`src/rtl/operand_stage.sv`:
```
// ID/EX operand stage: resolves source operands (x0 zeroing, EX/MEM/WB bypass),
// inserts one bubble per load-use pair, and registers the result with valid/ready handshaking.
module operand_stage #(
  parameter bit FORWARD_WB = 1'b1,
  parameter int CNT_W      = 32
) (
  input  logic             i_clk,
  input  logic             i_rst,
  input  logic             i_valid,
  input  logic [31:0]      i_pc,
  input  logic [4:0]       i_rs1,
  input  logic [4:0]       i_rs2,
  input  logic             i_rs1_used,
  input  logic             i_rs2_used,
  input  logic [4:0]       i_rd,
  input  logic             i_rd_we,
  input  logic             i_is_load,
  input  logic [31:0]      i_rf_rs1_data,
  input  logic [31:0]      i_rf_rs2_data,
  input  logic [4:0]       i_ex_rd,
  input  logic [4:0]       i_mem_rd,
  input  logic [4:0]       i_wb_rd,
  input  logic             i_ex_we,
  input  logic             i_mem_we,
  input  logic             i_wb_we,
  input  logic             i_ex_is_load,
  input  logic [31:0]      i_ex_data,
  input  logic [31:0]      i_mem_data,
  input  logic [31:0]      i_wb_data,
  input  logic             i_ready,
  input  logic             i_flush,
  output logic             o_stall,
  output logic             o_valid,
  output logic [31:0]      o_pc,
  output logic [31:0]      o_rs1_data,
  output logic [31:0]      o_rs2_data,
  output logic [4:0]       o_rd,
  output logic             o_rd_we,
  output logic             o_is_load,
  output logic [CNT_W-1:0] o_stall_count
);

  logic             vld_p1;
  logic [31:0]      pc_p1;
  logic [31:0]      rs1_data_p1;
  logic [31:0]      rs2_data_p1;
  logic [4:0]       rd_p1;
  logic             rd_we_p1;
  logic             is_load_p1;
  logic [CNT_W-1:0] stall_cnt;

  logic             advance;
  logic             hazard;
  logic             accept;
  logic [31:0]      rs1_res_p0;
  logic [31:0]      rs2_res_p0;

  // A loading EX producer cannot forward yet; that case is covered by the hazard bubble.
  function automatic logic [31:0] resolve(
    input logic [4:0]  idx,
    input logic [31:0] rf_data,
    input logic [4:0]  ex_rd,  input logic ex_we,  input logic ex_is_load, input logic [31:0] ex_data,
    input logic [4:0]  mem_rd, input logic mem_we, input logic [31:0] mem_data,
    input logic [4:0]  wb_rd,  input logic wb_we,  input logic [31:0] wb_data
  );
    logic [31:0] r;
    if (idx == 5'd0)                                 r = 32'd0;
    else if (ex_we && ex_rd == idx && !ex_is_load)   r = ex_data;
    else if (mem_we && mem_rd == idx)                r = mem_data;
    else if (FORWARD_WB && wb_we && wb_rd == idx)    r = wb_data;
    else                                             r = rf_data;
    return r;
  endfunction

  function automatic logic [CNT_W-1:0] sat_inc(input logic [CNT_W-1:0] v);
    return (&v) ? v : v + 1'b1;
  endfunction

  always_comb begin
    advance = !vld_p1 || i_ready;
    hazard  = i_valid && i_ex_we && i_ex_is_load && (i_ex_rd != 5'd0) &&
              ((i_rs1_used && i_rs1 == i_ex_rd) || (i_rs2_used && i_rs2 == i_ex_rd));
    accept  = i_valid && !hazard;
    o_stall = i_valid && !i_flush && (hazard || !advance);
    rs1_res_p0 = resolve(i_rs1, i_rf_rs1_data, i_ex_rd, i_ex_we, i_ex_is_load, i_ex_data,
                         i_mem_rd, i_mem_we, i_mem_data, i_wb_rd, i_wb_we, i_wb_data);
    rs2_res_p0 = resolve(i_rs2, i_rf_rs2_data, i_ex_rd, i_ex_we, i_ex_is_load, i_ex_data,
                         i_mem_rd, i_mem_we, i_mem_data, i_wb_rd, i_wb_we, i_wb_data);
  end

  // p0 -> p1: operands are captured once at entry and held while execute back-pressures.
  always_ff @(posedge i_clk or negedge i_rst) begin
    if (!i_rst) begin
      vld_p1      <= 1'b0;
      pc_p1       <= '0;
      rs1_data_p1 <= '0;
      rs2_data_p1 <= '0;
      rd_p1       <= '0;
      rd_we_p1    <= 1'b0;
      is_load_p1  <= 1'b0;
      stall_cnt   <= '0;
    end else begin
      if (i_flush) begin
        vld_p1 <= 1'b0;
      end else if (advance) begin
        vld_p1 <= accept;
        if (accept) begin
          pc_p1       <= i_pc;
          rs1_data_p1 <= rs1_res_p0;
          rs2_data_p1 <= rs2_res_p0;
          rd_p1       <= i_rd;
          rd_we_p1    <= i_rd_we;
          is_load_p1  <= i_is_load;
        end
      end
      if (hazard && advance && !i_flush)
        stall_cnt <= sat_inc(stall_cnt);
    end
  end

  assign o_valid       = vld_p1;
  assign o_pc          = pc_p1;
  assign o_rs1_data    = rs1_data_p1;
  assign o_rs2_data    = rs2_data_p1;
  assign o_rd          = rd_p1;
  assign o_rd_we       = rd_we_p1;
  assign o_is_load     = is_load_p1;
  assign o_stall_count = stall_cnt;

endmodule
```
`config.mk`:
```
export PLATFORM = sky130hd
export DESIGN_NAME = operand_stage
export DESIGN_NICKNAME = d
export VERILOG_FILES = /design/src/rtl/operand_stage.sv
export SDC_FILE = /design/constraint.sdc
export NUM_CORES = 1
export LEC_CHECK = 0
export ABC_AREA = 1
export CORE_ASPECT_RATIO = 1.4
export CORE_MARGIN = 1.5
export CORE_UTILIZATION = 46
export DETAILED_ROUTE_END_ITERATION = 12
export PLACE_DENSITY = 0.8
export SLEW_MARGIN = 20
export SYNTH_ARGS = -nofsm -noshare
export SYNTH_HDL_FRONTEND = slang
export SYNTH_SLANG_ARGS = --single-unit
```
`constraint.sdc`:
```
create_clock -name i_clk -period 2.1 [get_ports i_clk]
set_clock_uncertainty 0.15 [all_clocks]
set_input_delay 0.42 -clock i_clk [delete_from_list [all_inputs] [get_ports i_clk]]
set_output_delay 0.42 -clock i_clk [all_outputs]
set_load 0.03 [all_outputs]
```
==> Word level (Yosys, flattened, before mapping) <==
Cells that the tools add are included.
{ "op_classes": {"bitwise": 2, "n_reduce_logical": 34, "add_sub_neg": 1, "eq_ne": 8, "muxes": 10} }
{ "ops": {"columns": ["cell", "n"], "rows": [
  ["two-way mux 32 bit", 8],
  ["== test 5 bit", 8],
  ["adder 32 x 1 -> 32 bit, second input constant", 1],
  ["AND reduction 32 bit", 1],
  ["logical AND 1 bit", 19],
  ["zero test 5 bit", 2],
  ["zero test 1 bit", 5],
  ["nonzero test 5 bit", 1],
  ["logical OR 1 bit", 3],
  ["AND reduction 3 bit", 1],
  ["two-way mux 1 bit", 2],
  ["NOT 1 bit", 2],
  ["AND reduction 2 bit", 1],
  ["nonzero test 2 bit", 1]
]} }
{ "totals": {"out_inout_bits": 137, "elab_cells": 63, "ff_bits": 136, "in_bits": 235} }

==> Depth between registers and ports, before layout <==
{ "logic_depth": {"depth_word": 8, "ltp_mapped": 13, "depth_no_buf": 11} }

==> Least setup slack after synthesis <==
OpenSTA, ideal clock, no wires.
{ "synth_timing": {"path_type": "register to register", "startpoint": "reg stall_cnt[1] (netlist: o_stall_count[1])", "endpoint": "reg stall_cnt[25] (netlist: o_stall_count[25])", "synth_period_minus_slack_ns": 2.040, "t_arrival_ns": 1.825, "n_path_buf": 1, "setup_ns": 0.065, "stages_incl_launch_ff": 11, "setup_slack_ns": 0.060, "required_time_ns": 1.885, "cell_sequence": "dfrtp_1 -> ha_1 -> nand3_1 -> inv_1 -> nand4_1 -> nor2_1 -> inv_1 -> nand2_1 -> buf_2 -> nand2_1 -> nand2_1"} }
{ "synth_via": {"elab_chain_cells": 3, "word_cells_on_any_way": 4} }
{ "synth_rtl": {"columns": ["element", "line_no", "source"], "rows": [
  ["start, declared", "50", "logic [CNT_W-1:0] stall_cnt;"],
  ["start signal, assigned", "117", "stall_cnt <= sat_inc(stall_cnt);"],
  ["parallel branches: the longest is 3 deep, another holds adder 32 x 1 -> 32 bit", null, null]
]} }
Several ways; the timed one is not identified.
A chain may end at the register's enable or synchronous reset.

==> Final worst setup path <==
{ "layout_timing": {"startpoint": "reg pc_p1[7] (netlist: o_pc[7])", "endpoint": "out o_pc[7]"} }
{ "layout_lines": {"columns": ["element", "line_no", "source"], "rows": [
  ["start, declared", "44", "logic [31:0] pc_p1;"],
  ["start signal, assigned", "108", "pc_p1 <= i_pc;"],
  ["end, declared", "34", "output logic [31:0] o_pc,"]
]} }
No word-level cell between the ends.

==> run metrics <==
Clock Pin Slew Worst Setup and Hold Paths=0.06 ns; post-synthesis sequential area ratio=34.4%; # setup viols final=0; via-per-instance ratio=5.18; crit-path max FO=2; WL final=36300 µm; CP Capture Type=primary output; Detailed Routing Iterations Pass 1=6; Tightest Pin Transition=0.456 ns; Final Power=9.69 mW; core area=0.0211 mm²; most frequent cells in the layout=469 x nand2_1, 294 x clkdlybuf4s50_1, 222 x inv_1; HPWL after DPL=28400 µm; clk buf depth=2; Max-slew headroom=69.3%; worst r2r src=o_stall_count[1]; worst hold start=o_rs2_data[16]; Total GRT Usage=32.1%; Hold Crit Depth=2; routed vias=11400; Die Wd=127 µm; Final Hold Viols=0; DRC Markers=0; Post-layout nets=2170; Post-synth ARST share=100%; crit path DAT=1.51 ns; worst r2r path cells=10; cell area after placement=0.0144 mm²; layout cell share with drive strength beyond 1=15.7%; pre-CTS setup slack=-0.460 ns; CP max stage cell=clkdlybuf4s50_1; Syn Inst Count=1531; Layout area overhead=53.6%; IO buf count=371; CTS tree=done; io pins=372; GRT Residual Overflow=0; Critical Path Max Stage Delay=0.71 ns; worst flop-to-flop path endpoint=o_stall_count[4]; status=finished clean; Post-Syn Area=0.00990 mm²; pwr dens=638 mW/mm²; vias in the first global route=10900; number of synthesized register bits=136; initial antenna violation count=3; total CTS buffers=17; Die Y=177 µm; commonest non-fill, non-tap cell in the layout=nand2_1; final worst-path setup slack=0.0232 ns; post-synthesis cell type count=30; DR iter-0 viols=828; Crit Path Category=reg -> out; syn_nets=1767; pin count of the biggest net entering global routing=55; Finished Cell Area=0.0152 mm²; Max-Cap Viols=0; remaining antenna violation count after routing=0; final core occ=72.0%; Clock Sinks=136; Synth Warn #=0; Worst R2R Setup Slack=0.20 ns; worst path bufs/invs=1; clk_lat worst skew=0.42 ns; minimum clock period=2.08 ns; hold slack final=0.324 ns; first-pass GRT wire length=56200 µm; CP Launch Type=register; Final Max Slew Viols=0; Initial Utilization=46.8%; row cnt=63; DIE AREA=0.0224 mm²; Required @ worst endpoint=1.53 ns; deepest level of the CTS H-tree=4; crit path cell chain=clkdlybuf4s50_1; worst hold path type=reg -> reg; Max VDD drop=0.523 mV; fmax=0.482 GHz; root buf cell=clkbuf_16; wire per inst=16.4 µm; GP Congestion=1.02; Tcrit/Tclk final=98.9%; delay-heaviest family, CP=buffers and inverters; Hold EP=o_rs2_data[16]; Post-Syn Area per Cell=6.46 µm²; ys flop type=dfrtp_1; Leak=8.17 nW; number of synthesized flops with an enable pin=0
[registers in the layout, indices dropped and copies added, names as in the netlist]
name           cells
o_pc              32
o_rs1_data        32
o_rs2_data        32
o_stall_count     32
o_rd               5
o_is_load          1
o_rd_we            1
o_valid            1
[power by group]
group / leakage [nW] / internal, mW / total, mW / switching, mW
sequential: 1.74 / 2.96 / 3.19 / 0.230
combinational: 6.14 / 1.45 / 3.32 / 1.87
clock: 0.292 / 1.99 / 3.19 / 1.20
[metal layers]
layer	part of all wire, %	GRT usage [%]
met1	37	37.3
met2	50	55.2
met3	7.5	5.67
met4	5.8	19.1
met5	0	0
[layout make-up]
type,instances,area [µm²]
multi-input combinational,1078,5290
clock buffer,17,425
antenna,3,7.51
sequential,136,3400
tap,260,325
inverter,236,893
fill,1782,5920
timing repair buffer,465,4660
clock inverter,14,199
[logic make-up after synthesis]
family,count (synthesis),share of synthesized area (%)
and+or+nand+nor,938,41.3
buffers and inverters,317,13.6
DFF,136,34.4
xor gates and xnor gates,32,2.83
AOI/OAI and AO/OA,107,7.69
adders and majority gates,1,0.126
[cell usage after synthesis, drive strengths merged (2+ instances only)]
| library cell | count | share of area (%) |
|---|---|---|
| dfrtp | 136 | 34 |
| inv | 236 | 9.0 |
| nand3 | 143 | 7.3 |
| a21oi | 2 | 0.10 |
| nor3 | 10 | 0.51 |
| clkbuf | 33 | 1.3 |
| o21ai | 105 | 7.6 |
| buf | 48 | 3.4 |
| nand2 | 526 | 21 |
| nand4 | 79 | 5.0 |
| xnor2 | 14 | 1.2 |
| nor4 | 3 | 0.19 |
| nor2 | 176 | 7.0 |
| xor2 | 18 | 1.6 |
[through the flow]
step,std cells,setup TNS [ns]
final,2209,0
after CTS,2201,-0.346
after floorplan,1531,0
after detailed placement,2163,-52.05
after global routing,2209,-0.00641
after global placement,2163,-49.10
[repair_timing]
action | 4_1_cts | 5_1_grt
buffers inserted | 6 | 5
hold buffers | 1 | 0
endpoints found under the hold margin | 43 | 0
pin swaps | 9 | 18
resized for setup | 82 | 73
endpoints found under the setup margin | 46 | 94
[how the worst max path moves through the flow]
stage | start | to | slack [ns] | cells after the start
floorplan | o_stall_count[1] | o_stall_count[25] | 0.06 | 10
global placement | i_ex_rd[4] | o_stall | -0.44 | 10
detailed placement | i_ex_rd[0] | o_rs2_data[18] | -0.46 | 12
CTS | i_rs2[4] | o_stall | -0.1 | 10
global route | i_ex_rd[4] | o_stall | -0.006 | 10
finish | o_pc[7] | o_pc[7] | 0.02 | 1
Power figures use the tool's default switching activity.
